[src/rtl/circuito_pkg.sv]
// Shared types and constants for the circuito UART-to-hex-display block.
// Holds the receiver FSM state type, the default bit period and the seven-segment table.
`timescale 1ns/1ps
package circuito_pkg;

  typedef enum logic [2:0] {
    ST_IDLE,
    ST_START,
    ST_DATA,
    ST_STOP,
    ST_CLEANUP
  } rx_state_t;

  // 50 MHz / 115200 baud
  localparam int DEFAULT_CLKS_PER_BIT = 434;

  // Active-low segment codes, bit6..bit0 = g..a, indexed by hex digit
  localparam logic [6:0] SEG_CODES [16] = '{
    7'b1000000, 7'b1111001, 7'b0100100, 7'b0110000,
    7'b0011001, 7'b0010010, 7'b0000010, 7'b1111000,
    7'b0000000, 7'b0010000, 7'b0001000, 7'b0000011,
    7'b1000110, 7'b0100001, 7'b0000110, 7'b0001110
  };

endpackage

[src/rtl/rx_serial_8n1.sv]
// UART 8N1 receiver: 2-flop synchronizer, mid-bit sampling FSM, LSB-first shift register.
// byte_vld_o pulses for one cycle at the stop-bit sample, with the stop bit value alongside.
`timescale 1ns/1ps
module rx_serial_8n1
  import circuito_pkg::*;
#(
  parameter int CLKS_PER_BIT = DEFAULT_CLKS_PER_BIT
) (
  input  logic       clk_i,
  input  logic       rst_i,
  input  logic       rx_i,
  output logic       byte_vld_o,
  output logic [7:0] byte_dat_o,
  output logic       stop_bit_o
);

  localparam int CW = (CLKS_PER_BIT > 1) ? $clog2(CLKS_PER_BIT) : 1;
  localparam logic [CW-1:0] HALF_CNT = CW'((CLKS_PER_BIT - 1) / 2);
  localparam logic [CW-1:0] FULL_CNT = CW'(CLKS_PER_BIT - 1);

  rx_state_t       state_q, state_d;
  logic [1:0]      sync_q;
  logic [CW-1:0]   cnt_q, cnt_d;
  logic [2:0]      idx_q, idx_d;
  logic [7:0]      shift_q, shift_d;
  logic            rx_s;

  assign rx_s = sync_q[1];

  // Synchronizer resets to idle-high so reset release never looks like a start bit
  always_ff @(posedge clk_i) begin
    if (rst_i) begin
      sync_q  <= 2'b11;
      state_q <= ST_IDLE;
      cnt_q   <= '0;
      idx_q   <= '0;
      shift_q <= '0;
    end else begin
      sync_q  <= {sync_q[0], rx_i};
      state_q <= state_d;
      cnt_q   <= cnt_d;
      idx_q   <= idx_d;
      shift_q <= shift_d;
    end
  end

  always_comb begin
    state_d = state_q;
    cnt_d   = cnt_q;
    idx_d   = idx_q;
    shift_d = shift_q;
    case (state_q)
      ST_IDLE: begin
        cnt_d = '0;
        idx_d = '0;
        if (!rx_s) state_d = ST_START;
      end
      ST_START: begin
        if (cnt_q == HALF_CNT) begin
          cnt_d   = '0;
          state_d = rx_s ? ST_IDLE : ST_DATA;
        end else begin
          cnt_d = cnt_q + CW'(1);
        end
      end
      ST_DATA: begin
        if (cnt_q != FULL_CNT) begin
          cnt_d = cnt_q + CW'(1);
        end else begin
          cnt_d   = '0;
          shift_d = {rx_s, shift_q[7:1]};
          idx_d   = idx_q + 3'd1;
          if (idx_q == 3'd7) state_d = ST_STOP;
        end
      end
      ST_STOP: begin
        if (cnt_q != FULL_CNT) begin
          cnt_d = cnt_q + CW'(1);
        end else begin
          cnt_d   = '0;
          state_d = ST_CLEANUP;
        end
      end
      ST_CLEANUP: state_d = ST_IDLE;
      default:    state_d = ST_IDLE;
    endcase
  end

  always_comb begin
    byte_vld_o = 1'b0;
    byte_dat_o = shift_q;
    stop_bit_o = rx_s;
    if (state_q == ST_STOP && cnt_q == FULL_CNT) byte_vld_o = 1'b1;
  end

endmodule

[src/rtl/circuito.sv]
// UART 8N1 byte receiver driving a registered active-low hex digit (low nibble of last byte).
// Define CIRCUITO_FRAME_CHECK_EN to drop bytes whose stop bit samples 0.
`timescale 1ns/1ps
module circuito
  import circuito_pkg::*;
#(
  parameter int CLKS_PER_BIT = DEFAULT_CLKS_PER_BIT
) (
  input  logic       clock,
  input  logic       reset,
  input  logic       entrada_serial,
  output logic [6:0] hexa
);

  logic       rx_vld;
  logic [7:0] rx_dat;
  logic       rx_stop;
  logic       disp_we;
  logic [7:0] disp_q;
  logic [6:0] hexa_q;
  logic       unused_hi;

  rx_serial_8n1 #(
    .CLKS_PER_BIT(CLKS_PER_BIT)
  ) u_rx (
    .clk_i      (clock),
    .rst_i      (reset),
    .rx_i       (entrada_serial),
    .byte_vld_o (rx_vld),
    .byte_dat_o (rx_dat),
    .stop_bit_o (rx_stop)
  );

`ifdef CIRCUITO_FRAME_CHECK_EN
  assign disp_we   = rx_vld & rx_stop;
  assign unused_hi = ^disp_q[7:4];
`else
  assign disp_we   = rx_vld;
  assign unused_hi = ^{disp_q[7:4], rx_stop};
`endif

  // Decode reads the already-latched byte, so hexa trails the latch by one cycle
  always_ff @(posedge clock) begin
    if (reset) begin
      disp_q <= 8'h00;
      hexa_q <= SEG_CODES[0];
    end else begin
      if (disp_we) disp_q <= rx_dat;
      hexa_q <= SEG_CODES[disp_q[3:0]];
    end
  end

  assign hexa = hexa_q;

endmodule

[config.mk]
export PLATFORM = sky130hd
export DESIGN_NAME = circuito
export DESIGN_NICKNAME = d
export VERILOG_FILES = /design/src/rtl/circuito_pkg.sv /design/src/rtl/rx_serial_8n1.sv /design/src/rtl/circuito.sv
export SDC_FILE = /design/constraint.sdc
export NUM_CORES = 1
export LEC_CHECK = 0
export CAP_MARGIN = 10
export CORE_MARGIN = 2
export CORE_UTILIZATION = 35
export CTS_CLUSTER_SIZE = 28
export DETAILED_ROUTE_END_ITERATION = 10
export SLEW_MARGIN = 20
export SYNTH_ARGS = -nofsm -noshare
export SYNTH_HDL_FRONTEND = slang
export SYNTH_SLANG_ARGS = --single-unit
[constraint.sdc]
create_clock -name clock -period 1.8 [get_ports clock]
set_clock_uncertainty 0.1 [all_clocks]
set_input_delay 0.54 -clock clock [delete_from_list [all_inputs] [get_ports clock]]
set_output_delay 0.54 -clock clock [all_outputs]
set_load 0.02 [all_outputs]
==> impl_metrics.tcl <==
set metrics [dict create \
    grt_first_pass_wirelength_mm 5.934 \
    drc 0 \
    rsz0062_at_grt "no" \
    clock_path_buffers 2 \
    final_util 0.4174 \
    synth_top_family_by_area "simple AND/OR/NAND/NOR gates" \
    gp_congestion 0.7801 \
    timing.critical_path.arrival_ns 1.72 \
    dp_hpwl_mm 2.406 \
    synth_area_mm2 0.001819 \
    fin_area_mm2 0.002118 \
    die_width_um 76.10 \
    worst_setup_path_start_kind "flip-flop" \
    overflow 0 \
    antenna_found_initial 0 \
    required_ns 1.88 \
    tritoncts.num_buffers 5 \
    synth_common_cells "dfxtp_1, nor2_1, mux2i_1, nand2_1, ha_1" \
    cts_max_level 2 \
    synth_nets 213 \
    drt-initial-drc-count 40 \
    ant_nets 0 \
    nets 229 \
    core-area_mm2 0.005075 \
    ios 10 \
    fin_hold_ws_ns 0.3103 \
    synth_edf_count 0 \
    outcome "finished, final reports clean" \
    synthSimpleGateAreaFrac 0.2276 \
    slew_headroom 0.6855 \
    seq_area_um2 721.9 \
    leakage_nw 0.9077 \
    drv_slew 0 \
    crit_type "reg -> reg" \
    synth.distinct_cells 42 \
    final_cells 286 \
    drt_wl_total_mm 3.267 \
    rr_worst_depth 5 \
    post-synth-top-count-cell "dfxtp_1" \
    grt_util_all_layers 0.1236 \
    ys_seq_area_frac 0.3961 \
    wl_per_cell_um 11.42 \
    pre_cts_slack_ns 0.08936 \
    powerDensity_mw_per_mm2 666.1 \
    root_buffer "clkbuf_8" \
    synthArstFlopShare 0 \
    vdd_drop_max_mv 0.5605 \
    tns_ns 0 \
    setup_violations 0 \
    fin_ws_ns 0.1616 \
    drive_above_1_share 0.1481 \
    ys_ff_latch 36 \
    min_period_ns 1.638 \
    areaGrowthSynthToFinish_pct 16.44 \
    synth_top_area_cell "dfxtp_1" \
    hold_path.class "reg -> reg" \
    max_freq_mhz 610.4 \
    post_cts_buffers 0 \
    multi_input_area_mm2 0.001015 \
    yosys_warnings 0 \
    syn-instance-count 199 \
    critPathMaxFanout 8 \
    path_clk_slew_ns 0.07 \
    synth-compound-area-share 0.1417 \
    cts_tree "done" \
    initial_core_util 0.3585 \
    max_cap_violations 0 \
    synthTopCellsByArea "dfxtp_1, mux2i_1, ha_1" \
    synthMuxAreaShare 0.08872 \
    ys.flop_type "dfxtp_1" \
    fillers 515 \
    grt_max_degree 21 \
    clock_sinks 36 \
    die_h_um 76.10 \
    diodes 0 \
    io_buffers 9 \
    via_per_inst 4.818 \
    hold_depth 1 \
    synth_xor_xnor_area_share 0.01926 \
    die_area_mm2 0.005790 \
    p_total_mw 1.411 \
    grt_pass1_vias 1363 \
    tightestPinTransition_ns 0.4711 \
    rows 26 \
    numPlacedInstances 278 \
    placed_area_mm2 0.002029 \
    timing.final.crit_share 0.9102 \
    hold_viol 0 \
    ctsHoldBuffers 0 \
    vias 1378 \
    synth.top_cell.area_share 0.3961 \
    yosys.area_share.adder 0.07565 \
    setup.worst_path.end_class "flip-flop" \
    syn_avg_cell_area_um2 9.142 \
    insertion_delay_ns 0.28 \
    dr.pass1.iters 4 \
]
-- cells in the final DEF (no fill, tap or decap), types with 3 or more instances in the layout --
cell type      count
buf_4             11
a211oi_1           6
dlygate4sd2_1      7
nor3_1             3
and2_1             4
a21oi_1           10
nor2_1            28
nor2b_1            4
inv_1              6
xnor2_1            4
mux2i_1           15
clkbuf_8           5
o211ai_1           3
o21ai_0            4
ha_1              11
nand3_1            4
o22ai_1            3
dfxtp_1           35
nand2_1           15
nand2b_1           5
-- worst max-delay path, cell delays in order (launching register included) --
cell      delay [ns]
dfxtp_1         0.47
and4b_2         0.38
nand4b_4        0.16
buf_4           0.21
mux2i_1         0.16
nor2_1          0.05
-- area by class of cell --
type / instances / share of cell area
clock inverter: 3 / 0.008860
multi-input combinational: 145 / 0.4790
clock buffer: 5 / 0.03249
tap: 70 / 0.04135
inverter: 6 / 0.01063
sequential: 36 / 0.3408
timing repair buffer: 21 / 0.08683
-- final timing paths --
check | start | slack (ns) | to
worst max-delay path | u_rx.cnt_q[4] | 0.16 | u_rx.byte_dat_o[5]
worst min-delay path | u_rx.sync_q[0] | 0.31 | u_rx.sync_q[1]
worst max register to register | u_rx.cnt_q[4] | 0.16 | u_rx.byte_dat_o[5]
worst min register to register | u_rx.sync_q[0] | 0.31 | u_rx.sync_q[1]
-- power by group --
part           internal, mW  switching, mW  total [mW]
clock                 0.269          0.289       0.558
combinational        0.0222         0.0244      0.0466
sequential            0.800        0.00571       0.806
-- cells by family after synthesis --
logic type	after synthesis
compound gates	38
xor+xnor	4
fa+ha+maj	11
buf+inv	18
flops	36
mux	16
simple gates	76
-- layer usage --
metal  vias up  track usage  wire, um  part of all wire
met5         -            0         0                 0
met3         5      0.03555        90             0.028
li1        730            -         -                 -
met4         0      0.04727        41             0.013
met1       631       0.1615      1702              0.52
met2        12       0.1938      1433              0.44
-- registers in the layout (all words and copies together) (netlist names) --
signal / flops
u_rx.idx_q: 3
u_rx.state_q: 3
u_rx.cnt_q: 9
u_rx.sync_q: 2
disp_q: 4
hexa: 7
u_rx.byte_dat_o: 8
-- timing repair --
action | 4_1_cts | 5_1_grt
endpoints found under the setup margin | 7 | 6
endpoints found under the hold margin | 0 | 0
gates resized for setup | 7 | 3
No activity file was read; power rests on OpenSTA's default activity.
